===== config.mk =====
export PLATFORM = sky130hd
export DESIGN_NAME = sprite_sequencer
export DESIGN_NICKNAME = d
export VERILOG_FILES = /design/src/rtl/sprite_sequencer.sv
export SDC_FILE = /design/constraint.sdc
export NUM_CORES = 1
export LEC_CHECK = 0
export ABC_CLOCK_PERIOD_IN_PS = 5500
export BUFFER_PORTS_ARGS = -buffer_cell sky130_fd_sc_hd__buf_4
export CAP_MARGIN = 20
export CELL_PAD_IN_SITES_DETAIL_PLACEMENT = 0
export CELL_PAD_IN_SITES_GLOBAL_PLACEMENT = 1
export CORE_MARGIN = 1
export CORE_UTILIZATION = 43
export CTS_BUF_LIST = sky130_fd_sc_hd__clkbuf_4 sky130_fd_sc_hd__clkbuf_8
export DETAILED_ROUTE_END_ITERATION = 6
export PLACE_DENSITY_LB_ADDON = 0.1
export SLEW_MARGIN = 30
export SYNTH_ARGS = -nofsm -noshare
export SYNTH_HDL_FRONTEND = slang
export SYNTH_SLANG_ARGS = --single-unit

===== constraint.sdc =====
create_clock -name i_clk -period 5.5 [get_ports i_clk]
set_clock_uncertainty 0.15 [all_clocks]
set_input_delay 0.825 -clock i_clk [delete_from_list [all_inputs] [get_ports i_clk]]
set_output_delay 0.825 -clock i_clk [all_outputs]
set_load 0.005 [all_outputs]

===== src/rtl/sprite_sequencer.sv =====
// rtl/sprite_sequencer.sv - walks a sprite descriptor table once per frame and drives sprite_render.
// Optional watchdog on the render wait: define SPRITE_SEQ_TIMEOUT_EN.
module sprite_sequencer #(
  parameter int CORDW       = 10,
  parameter int MAX_SPRITES = 16,
  parameter int SPR_ID_W    = 4,
  parameter int TIMEOUT_CYC = 70000
) (
  input  logic                                i_clk,
  input  logic                                i_rst,
  input  logic                                i_frame_start,
  input  logic                                i_wr_en,
  input  logic [$clog2(MAX_SPRITES)-1:0]      i_wr_idx,
  input  logic [1+SPR_ID_W+8+2*CORDW-1:0]     i_wr_data,
  output logic                                o_render_rst,
  output logic                                o_render_enable,
  output logic [CORDW-1:0]                    o_sx,
  output logic [CORDW-1:0]                    o_sy,
  output logic [7:0]                          o_sprite_scale,
  output logic [SPR_ID_W-1:0]                 o_sprite_id,
  input  logic                                i_render_finished,
`ifdef SPRITE_SEQ_TIMEOUT_EN
  output logic                                o_timeout_err,
`endif
  output logic                                o_busy,
  output logic                                o_frame_done,
  output logic [$clog2(MAX_SPRITES)-1:0]      o_cur_idx
);

  localparam int IDXW = $clog2(MAX_SPRITES);
  localparam int DW   = 1 + SPR_ID_W + 8 + 2 * CORDW;

  localparam logic [2:0] S_IDLE  = 3'd0;
  localparam logic [2:0] S_FETCH = 3'd1;
  localparam logic [2:0] S_SETUP = 3'd2;
  localparam logic [2:0] S_RUN   = 3'd3;
  localparam logic [2:0] S_NEXT  = 3'd4;
  localparam logic [2:0] S_DONE  = 3'd5;

  logic [2:0]             r_state;
  logic [2:0]             w_next;
  logic [MAX_SPRITES-1:0] r_valid;
  logic [DW-2:0]          r_desc [MAX_SPRITES];
  logic [DW-2:0]          w_entry;
  logic [CORDW-1:0]       w_x;
  logic [CORDW-1:0]       w_y;
  logic [7:0]             w_scale;
  logic [SPR_ID_W-1:0]    w_id;
  logic                   w_live;
  logic                   w_last;
  logic                   w_abort;

  // Only the valid bits need a reset; payload fields are don't-care until written.
  always_ff @(posedge i_clk or posedge i_rst) begin
    if (i_rst) begin
      r_valid <= '0;
    end else if (i_wr_en) begin
      r_valid[i_wr_idx] <= i_wr_data[DW-1];
    end
  end

  always_ff @(posedge i_clk) begin
    if (i_wr_en) begin
      r_desc[i_wr_idx] <= i_wr_data[DW-2:0];
    end
  end

  assign w_entry = r_desc[o_cur_idx];
  assign w_x     = w_entry[CORDW-1:0];
  assign w_y     = w_entry[2*CORDW-1:CORDW];
  assign w_scale = w_entry[2*CORDW+7:2*CORDW];
  assign w_id    = w_entry[2*CORDW+8+SPR_ID_W-1:2*CORDW+8];
  assign w_live  = r_valid[o_cur_idx] && (w_scale != 8'd0);
  assign w_last  = (o_cur_idx == IDXW'(MAX_SPRITES - 1));

`ifdef SPRITE_SEQ_TIMEOUT_EN
  localparam int TCW = $clog2(TIMEOUT_CYC + 1);
  logic [TCW-1:0] r_tcnt;
  logic           w_tmo_hit;
  assign w_tmo_hit = (r_tcnt == TCW'(TIMEOUT_CYC - 1));
`endif

  always_comb begin
    w_next  = r_state;
    w_abort = 1'b0;
    case (r_state)
      S_IDLE:  if (i_frame_start) w_next = S_FETCH;
      S_FETCH: w_next = w_live ? S_SETUP : S_NEXT;
      S_SETUP: w_next = S_RUN;
      S_RUN: begin
        if (i_render_finished) begin
          w_next = S_NEXT;
        end
`ifdef SPRITE_SEQ_TIMEOUT_EN
        else if (w_tmo_hit) begin
          w_next  = S_NEXT;
          w_abort = 1'b1;
        end
`endif
      end
      S_NEXT:  w_next = w_last ? S_DONE : S_FETCH;
      S_DONE:  w_next = S_IDLE;
      default: w_next = S_IDLE;
    endcase
  end

  // Outputs are decoded from the next state so they line up with the state register.
  always_ff @(posedge i_clk or posedge i_rst) begin
    if (i_rst) begin
      r_state         <= S_IDLE;
      o_render_rst    <= 1'b1;
      o_render_enable <= 1'b0;
      o_sx            <= '0;
      o_sy            <= '0;
      o_sprite_scale  <= '0;
      o_sprite_id     <= '0;
      o_busy          <= 1'b0;
      o_frame_done    <= 1'b0;
      o_cur_idx       <= '0;
    end else begin
      r_state         <= w_next;
      o_render_rst    <= (w_next != S_RUN);
      o_render_enable <= (w_next == S_RUN);
      o_busy          <= (w_next != S_IDLE);
      o_frame_done    <= (w_next == S_DONE);
      if (r_state == S_IDLE && i_frame_start) begin
        o_cur_idx <= '0;
      end else if (r_state == S_NEXT && !w_last) begin
        o_cur_idx <= o_cur_idx + 1'b1;
      end
      if (r_state == S_FETCH && w_live) begin
        o_sx           <= w_x;
        o_sy           <= w_y;
        o_sprite_scale <= w_scale;
        o_sprite_id    <= w_id;
      end
    end
  end

`ifdef SPRITE_SEQ_TIMEOUT_EN
  always_ff @(posedge i_clk or posedge i_rst) begin
    if (i_rst) begin
      r_tcnt        <= '0;
      o_timeout_err <= 1'b0;
    end else begin
      if (r_state == S_SETUP) begin
        r_tcnt <= '0;
      end else if (r_state == S_RUN) begin
        r_tcnt <= r_tcnt + 1'b1;
      end
      if (w_abort) begin
        o_timeout_err <= 1'b1;
      end
    end
  end
`endif

endmodule


Yosys cells after proc, flatten, opt, wreduce, memory -nomap -nowiden
Memory sizes are Yosys's and may differ from the RTL's.
Index checks and enable logic that the tools add are counted.
{"block": "classes", "addsub": 1, "order_cmp": 3, "n_reduce_logical": 10, "mux": 14, "eq_ne": 8}
{"operator": "$bwmux W16", "count": 1}
{"operator": "$pmux W3 S5", "count": 1}
{"operator": "$mux W3", "count": 4}
{"operator": "$lt A4 B5 Y1 const B", "count": 2}
{"operator": "$eq A3 B2 Y1 const B", "count": 3}
{"operator": "$mux W4", "count": 2}
{"operator": "$reduce_bool A8 Y1", "count": 1}
{"operator": "$eq A3 B3 Y1 const B", "count": 2}
{"operator": "$logic_and A1 B1 Y1", "count": 5}
{"operator": "$add A4 B1 Y4 const B", "count": 1}
{"operator": "$bmux W1 S4", "count": 1}
{"operator": "$demux W1 S4", "count": 1}
{"operator": "$eq A4 B4 Y1 const B", "count": 1}
{"operator": "$ge A4 B1 Y1 const B", "count": 1}
{"operator": "$mux W1", "count": 4}
{"operator": "$eq A3 B1 Y1 const B", "count": 1}
{"operator": "$logic_not A3 Y1", "count": 1}
{"operator": "$ne A3 B2 Y1 const B", "count": 1}
{"operator": "$reduce_bool A3 Y1", "count": 1}
{"operator": "$reduce_bool A2 Y1", "count": 1}
{"operator": "$logic_not A1 Y1", "count": 1}
{"block": "totals", "n_memories": 1, "ram_bits": 512, "wordCells": 48, "output_inout_bits": 40, "reg_bits": 59}
{"name": "r_desc", "depth": 16, "word_bits": 32, "read_ports": 1, "rd_clocked_by_memory_dff": 0, "wr": 1, "line": "43", "rtl": "logic [DW-2:0] r_desc [MAX_SPRITES];"}

Longest topological paths before layout
Gate-level depths: netlist (run 1).
{"block": "depth", "word_depth": 6, "depth_mapped": 9}

Least setup slack after synthesis (run 1)
Ideal clock, no wire load.
{"block": "synth_timing", "path_type": "input -> register", "from": "in i_wr_idx[2]", "to": "reg r_valid[1]", "slack_ps": 2203, "n_path_buf": 0, "arrival_ps": 3022, "path_stages": 4, "setup_ps": 125, "cell_sequence": "nor3b_1 > nand2_1 > nor2_1 > mux2_2"}
{"block": "synth_between", "elab_chain_len": 5}
{"element": "from (decl)", "line": "13", "rtl": "input logic [$clog2(MAX_SPRITES)-1:0] i_wr_idx,"}
{"element": "$lt A4 B5 Y1 (implied by the code) / $ge A4 B1 Y1 (equally long branches)", "line": "58", "rtl": "r_valid[i_wr_idx] <= i_wr_data[DW-1];"}
{"element": "$logic_and A1 B1 Y1 (implied by the code)", "line": "58"}
{"element": "$mux W1 (implied by the code)", "line": "58"}
{"element": "$demux W1 S4 (*)", "line": "58"}
{"element": "$bwmux W16 (*)", "line": "58"}
{"element": "to (signal, indexed assignment)", "line": "58"}
{"element": "to (decl)", "line": "42", "rtl": "logic [MAX_SPRITES-1:0] r_valid;"}
Mark *: on every way between the ends. The rest lies on a longest branch, timed or not.
A chain may end at the register's enable or synchronous reset.

Worst setup path in the final report (run 1)
{"block": "layout_timing", "from": "reg o_cur_idx[1]", "to": "reg o_sx[8]"}
{"block": "layout_between", "elab_chain_len": 4}
{"element": "from (decl)", "line": "27", "rtl": "output logic [$clog2(MAX_SPRITES)-1:0] o_cur_idx"}
{"element": "from (signal assigned)", "line": "129", "rtl": "o_cur_idx <= o_cur_idx + 1'b1;"}
{"element": "$mem_v2 Z16 W32 / $bmux W1 S4 (equally long branches)"}
{"element": "$reduce_bool A8 Y1 / $mux W1 (equally long branches)", "line": "73", "rtl": "assign w_live = r_valid[o_cur_idx] && (w_scale != 8'd0);"}
{"element": "$logic_and A1 B1 Y1", "line": "73"}
{"element": "$logic_and A1 B1 Y1", "line": "131", "rtl": "if (r_state == S_FETCH && w_live) begin"}
{"element": "to (signal assigned)", "line": "132", "rtl": "o_sx <= w_x;"}
{"element": "to (decl)", "line": "17", "rtl": "output logic [CORDW-1:0] o_sx,"}
Several ways; a longest one is shown, not always the timed one. The select of a mux whose other input is x is not followed.

==> results of run 1 <==
-- critical path, stage by stage (launching register included) --
cell and delay, ns:
dfrtp_4 0.76, buf_12 0.29, mux4_1 0.57, mux2_2 0.32, nor3_2 0.24, and3_4 0.26, a2111oi_4 0.06, buf_4 0.33
mux2_4 0.35
-- power by group --
part | internal, mW | total (mW) | leakage, nW | switching, mW
sequential | 4.99 | 5.25 | 5.34 | 0.265
combinational | 1.22 | 2.09 | 2.10 | 0.865
clock | 2.10 | 3.75 | 1.03 | 1.65
total | 8.32 | 11.1 | 8.46 | 2.78
-- cells by family (layout without fill, tap and decap cells) --
| kind of cell | count (synthesis) | after routing | share of synthesized area |
|---|---|---|---|
| compound gates | 11 | 11 | 0.00478 |
| flops | 571 | 571 | 0.767 |
| simple gates | 57 | 57 | 0.0133 |
| buf+inv | 55 | 305 | 0.0136 |
| mux | 226 | 226 | 0.200 |
| xor+xnor | 3 | 3 | 0.00120 |
| fa+ha+maj | 1 | 1 | 0.000569 |
-- through the flow --
step	cell area (µm²)	hold WS, ns	std cells	utilization
after floorplan	22000	0.325	924	-
after global placement	23500	0.334	1658	0.467
after detailed placement	23800	0.341	1669	0.473
after CTS	25700	0.155	1845	0.511
after global routing	25700	0.193	1846	0.512
final	25700	0.228	1846	0.512
-- final cells by class --
cell class	count	area (µm²)	area share
Clock buffer	142	1720	0.0669
Multi-Input combinational cell	298	4930	0.192
Sequential cell	571	16900	0.655
Timing Repair Buffer	119	1120	0.0434
Clock inverter	33	218	0.00846
Tap cell	672	841	0.0327
Inverter	11	42.5	0.00165
-- layer usage --
layer	GRT usage	routed length [µm]
met2	0.315	24400
met3	0.0396	1820
met4	0.0568	839
met5	0	0
met1	0.259	21400
-- worst max-delay path by stage --
stage                                        end  slack [ns]  depth (start not counted)
after floorplan           r_valid[1]$_DFFE_PP0P_        2.20                          4
after global placement       o_sx[8]$_DFFE_PP0P_        1.80                          7
after detailed placement     o_sx[7]$_DFFE_PP0P_        1.79                          7
after CTS                    o_sx[8]$_DFFE_PP0P_        1.76                          7
after global routing         o_sx[1]$_DFFE_PP0P_        1.80                          8
final                        o_sx[8]$_DFFE_PP0P_        1.98                          8
-- state kept, by name, indices dropped and copies added (netlist names), 3 cells and up --
signal	count
r_valid	16
o_sprite_id	4
o_sx	10
o_cur_idx	4
o_sy	10
r_desc	512
r_state	3
o_sprite_scale	8
-- placed cells by master, fill, tap and decap left out, drive strengths merged, types with 2 or more instances in the layout --
cell type  instances
edfxtp           512
mux4             156
clkbuf           142
buf              118
dfrtp             58
mux2              48
clkinv            25
nor2              23
mux2i             22
inv               14
nand2             10
nand2b             5
o21ai              3
nand4              3
clkinvlp           3
and2               3
and3               3
a211oi             2
nor2b              2
nand3              2
nand3b             2
xor2               2
bufinv             2
==> run summary, run 1 <==
Worst slew margin = 0.364
Main flop type after synthesis = edfxtp_1
Worst-Skew Late Latency = 0.67 ns
Synthesized area = 22,000 µm²
TritonCTS clock tree = built
Critical path peak fanout = 30
PortBufs = 81
TritonRoute pass-1 iters = 6
Ys async rst share = 0.103
Dominant cells by area after synthesis = edfxtp_1 70%, mux4_2 15%, dfrtp_1 6.6%, mux2_4 1.4%, mux2_2 1.4%
Floorplan core area = 50,300 µm²
CP Data Required Time = 5.89 ns
Die area = 52,000 µm²
Worst Reg-to-Reg Cells = 8
Via/cell ratio = 5.36
WL/cell = 26.3 µm
Flops & latches, synth = 571
Worst r2r dst = o_sx[8]$_DFFE_PP0P_
Hold_buf cts = 1
Outcome = completed
Most common cell in the synthesized netlist = edfxtp_1
VDD IR-drop max = 0.213 mV
Mean post-synth cell area = 23.8 µm²
Fillcell total = 4,118
Post-CTS Setup Bufs = 0
Setup TNS = 0 ns
Total Wirelength = 48.5 mm
HPWL Detailed = 27.1 mm
GRT overflow = 0
Most frequent cells after synthesis = 512 x edfxtp_1, 146 x mux4_2, 58 x dfrtp_1, 27 x mux2_2, 23 x nor2_1
Post-route minimum period = 3.52 ns
RR Startpoint = o_cur_idx[1]$_DFFE_PP0P_
Syn Inst Count = 924
Clock root buffer master = clkbuf_8
Die W = 228 µm
RSZ-0062 raised after global routing = no
CTS H-tree depth = 3
Clk pin slew, worst setup/hold paths = 0.06 ns
Clock tree sinks = 571
Register area share after synthesis = 0.767
Hold EP = r_state[0]$_DFF_PP0_
Total Routing Usage GR = 0.192
Area leader, netlist = edfxtp_1
Cell Pwr Density = 431 nW/µm²
Actual slew at the worst max-slew pin = 0.954 ns
Final setup vio count = 0
Antenna Violating Nets Remaining = 0
Vias in the first global route = 10,600
DRC viols = 0
I/O pin count = 82
Yosys top cell area share = 0.700
Number of antenna violations at the first check in global routing = 0
Area grow syn2layout = 17.1%
Yosys warnings = 0
First-pass GRT wire length = 71.6 mm
Upper clock frequency limit = 284 MHz
Critical path type = register to register
Starting DRC count in detailed routing = 588
Max-cap viol count = 0
# diodes = 0
Cts bufs inserted = 96
Number of synthesized flops with an enable pin = 512
Hold path cells = 2
Critical Path End Type = register
Post-route clock period utilization = 0.639
Crit. Startpoint = o_cur_idx[1]$_DFFE_PP0P_
Pre-CTS setup slack = 1.79 ns
Hold Crit Start = i_render_finished
Fin. Hold Viols = 0
Fin worst setup slack = 1.98 ns
Leakage power total = 8.46 nW
CP Launch Type = register
Final GP Congestion = 0.685
Syn_nets = 967
Fraction of layout cells with a size suffix above 1 = 0.424
Library cells used by synthesis = 40
Final Power = 11.1 mW
CP arrival = 3.91 ns
Max-slew violations = 0
FF-to-FF setup slack = 1.98 ns
Vias = 9,887
Nets@finish = 1,140
Std-Cell Rows = 82
Clock buffer depth = 3
Post-CTS Resized = 0
Largest net degree at the start of global routing = 56
Worst Hold Class = input port to register
Die Height = 228 µm
Initial Util = 0.437
Power figures use the tool's default switching activity.
==> inputs of run 2 (changes only) <==
--- a/config.mk
+++ b/config.mk
@@ -5,7 +5,7 @@
 export SDC_FILE = /design/constraint.sdc
 export NUM_CORES = 1
 export LEC_CHECK = 0
-export ABC_CLOCK_PERIOD_IN_PS = 5500
+export ABC_CLOCK_PERIOD_IN_PS = 3300
 export BUFFER_PORTS_ARGS = -buffer_cell sky130_fd_sc_hd__buf_4
 export CAP_MARGIN = 20
 export CELL_PAD_IN_SITES_DETAIL_PLACEMENT = 0
==> constraint.sdc (replaced) <==
create_clock -name i_clk -period 3.3 [get_ports i_clk]
set_clock_uncertainty 0.15 [all_clocks]
set_input_delay 0.495 -clock i_clk [delete_from_list [all_inputs] [get_ports i_clk]]
set_output_delay 0.495 -clock i_clk [all_outputs]
set_load 0.005 [all_outputs]
==> run 2 against run 1 <==
  * First-iteration DRC count up 42%
  * Sequential share of layout area shrank 1.3 points
  * Die area did not move
  * Utilization up 1.0 points
  * Worst hold slack got worse by 0.15 ns
  * Maximum frequency up 14%
  * Register-to-register slack lost 1.8 ns
  * Global-route usage is 0.50 points higher
  * Critical endpoint is now o_sprite_id[1]$_DFFE_PP0P_
  * Cell area up 2.0%
  * Critical path type unchanged
  * Non-clock buffer count increased by 54
  * Highest routed layer unchanged
  * Flip-flop and latch count did not move
==> run summary, run 2 (same netlist as run 1, synthesis figures left out) <==
Vias = 10,100
Reg area = 16,900 µm²
Clk pin slew, worst setup/hold paths = 0.07 ns
Starting DRC count in detailed routing = 837
# diodes = 0
RSZ-0062 raised after global routing = no
Area grow syn2layout = 19.4%
First-pass GRT wire length = 73.8 mm
GRT overflow = 0
Die Height = 228 µm
Max-slew violations = 0
Hold path cells = 2
Post-route clock period utilization = 0.933
PortBufs = 81
Total Routing Usage GR = 0.197
Final GP Congestion = 0.719
Total Wirelength = 49.7 mm
Fraction of layout cells with a size suffix above 1 = 0.418
Worst-Skew Late Latency = 0.67 ns
Fillcell total = 3,991
Number of antenna violations at the first check in global routing = 0
Max-cap viol count = 0
VDD IR-drop max = 0.341 mV
Upper clock frequency limit = 325 MHz
TritonRoute pass-1 iters = 5
Critical path peak fanout = 39
Leakage power total = 8.70 nW
Clock buffer depth = 3
Multi-input gate area = 4930 µm²
Setup TNS = 0 ns
HPWL Detailed = 28.3 mm
WL/cell = 26.2 µm
Critical Path End Type = register
CP arrival = 3.47 ns
Antenna Violating Nets Remaining = 0
Floorplan core area = 50,300 µm²
Initial Util = 0.437
Worst slew margin = 0.466
Cell Pwr Density = 718 nW/µm²
Vias in the first global route = 10,900
CP Launch Type = register
Worst Hold Class = input port to register
Most flops, register = r_desc
Largest register FFs = 512
Dpl cells = 1,690
Clock root buffer master = clkbuf_8
Actual slew at the worst max-slew pin = 0.800 ns
Std-Cell Rows = 82
Fin. Hold Viols = 0
Largest net degree at the start of global routing = 50
Critical path type = register to register
Post-CTS Resized = 0
Cts bufs inserted = 94
TritonCTS clock tree = built
Nets@finish = 1,192
CTS H-tree depth = 3
Final Power = 18.8 mW
Die W = 228 µm
Outcome = completed
Via/cell ratio = 5.33
Worst Reg-to-Reg Cells = 7
Clock tree sinks = 571
Die area = 52,000 µm²
Commonest non-fill, non-tap cell in the layout = edfxtp_1
Post-route minimum period = 3.08 ns
Top flop regs = r_desc: 512 flops, r_valid: 16 flops
DRC viols = 0
CP Data Required Time = 3.69 ns
Final setup vio count = 0
Most frequent cells in the layout = 512 x edfxtp_1, 146 x mux4_2, 120 x buf_4, 110 x clkbuf_8, 54 x dfrtp_1
Final std cells w/o fill = 1,899
I/O pin count = 82
run 2: area by class of cell:
cell class                 instances  share of cell area
tap                              672              0.0320
inverter                          11             0.00167
sequential                       571               0.643
clock inverter                    40             0.00992
multi-input combinational        298               0.188
clock buffer                     134              0.0646
timing repair buffer             173              0.0614
run 2: critical path, stage by stage (launching register included):
cell	delay (ns)
dfrtp_4	0.80
mux4_2	0.32
mux2i_1	0.12
nand4_1	0.19
o221ai_2	0.16
a2111oi_4	0.54
buf_12	0.27
mux2_2	0.35
run 2: what timing repair did:
item / in CTS / in global routing
setup buffers: 0 / 0
hold endpoints to repair: 556 / 0
endpoints found under the setup margin: 0 / 0
hold buffers: 35 / 0
run 2: power by group:
| group | switching, mW | total, mW | leakage, nW | internal, mW |
|---|---|---|---|---|
| Sequential | 0.308 | 8.63 | 5.34 | 8.32 |
| Combinational | 1.67 | 3.92 | 2.34 | 2.25 |
| Clock | 2.76 | 6.30 | 1.03 | 3.54 |
run 2: routing by layer:
metal	share of wire	track usage
met4	0.015	0.0531
met2	0.50	0.322
met5	0	0
met3	0.037	0.0403
met1	0.45	0.270
run 2: worst paths after layout:
check                                         start                         end  slack (ns)
hold reg to reg             r_valid[15]$_DFFE_PP0P_     r_valid[15]$_DFFE_PP0P_        0.36
min in group asynchronous                     i_rst         o_sx[3]$_DFFE_PP0P_        0.33
max in group asynchronous                     i_rst      o_render_rst$_DFF_PP1_        2.03
setup / recovery           o_cur_idx[2]$_DFFE_PP0P_  o_sprite_id[1]$_DFFE_PP0P_        0.22
setup reg to reg           o_cur_idx[2]$_DFFE_PP0P_  o_sprite_id[1]$_DFFE_PP0P_        0.22
hold / removal                        i_wr_data[32]      r_valid[9]$_DFFE_PP0P_        0.07
run 2: stage by stage:
step	instance area (µm²)	worst slack (ns)	hold WS, ns	util
floorplan	22000	0.333	0.325	-
global placement	23900	0.186	0.340	0.476
detailed placement	23900	0.195	0.345	0.476
CTS	26200	0.182	0.0205	0.522
global route	26200	0.112	0.0396	0.522
finish	26200	0.221	0.0740	0.522
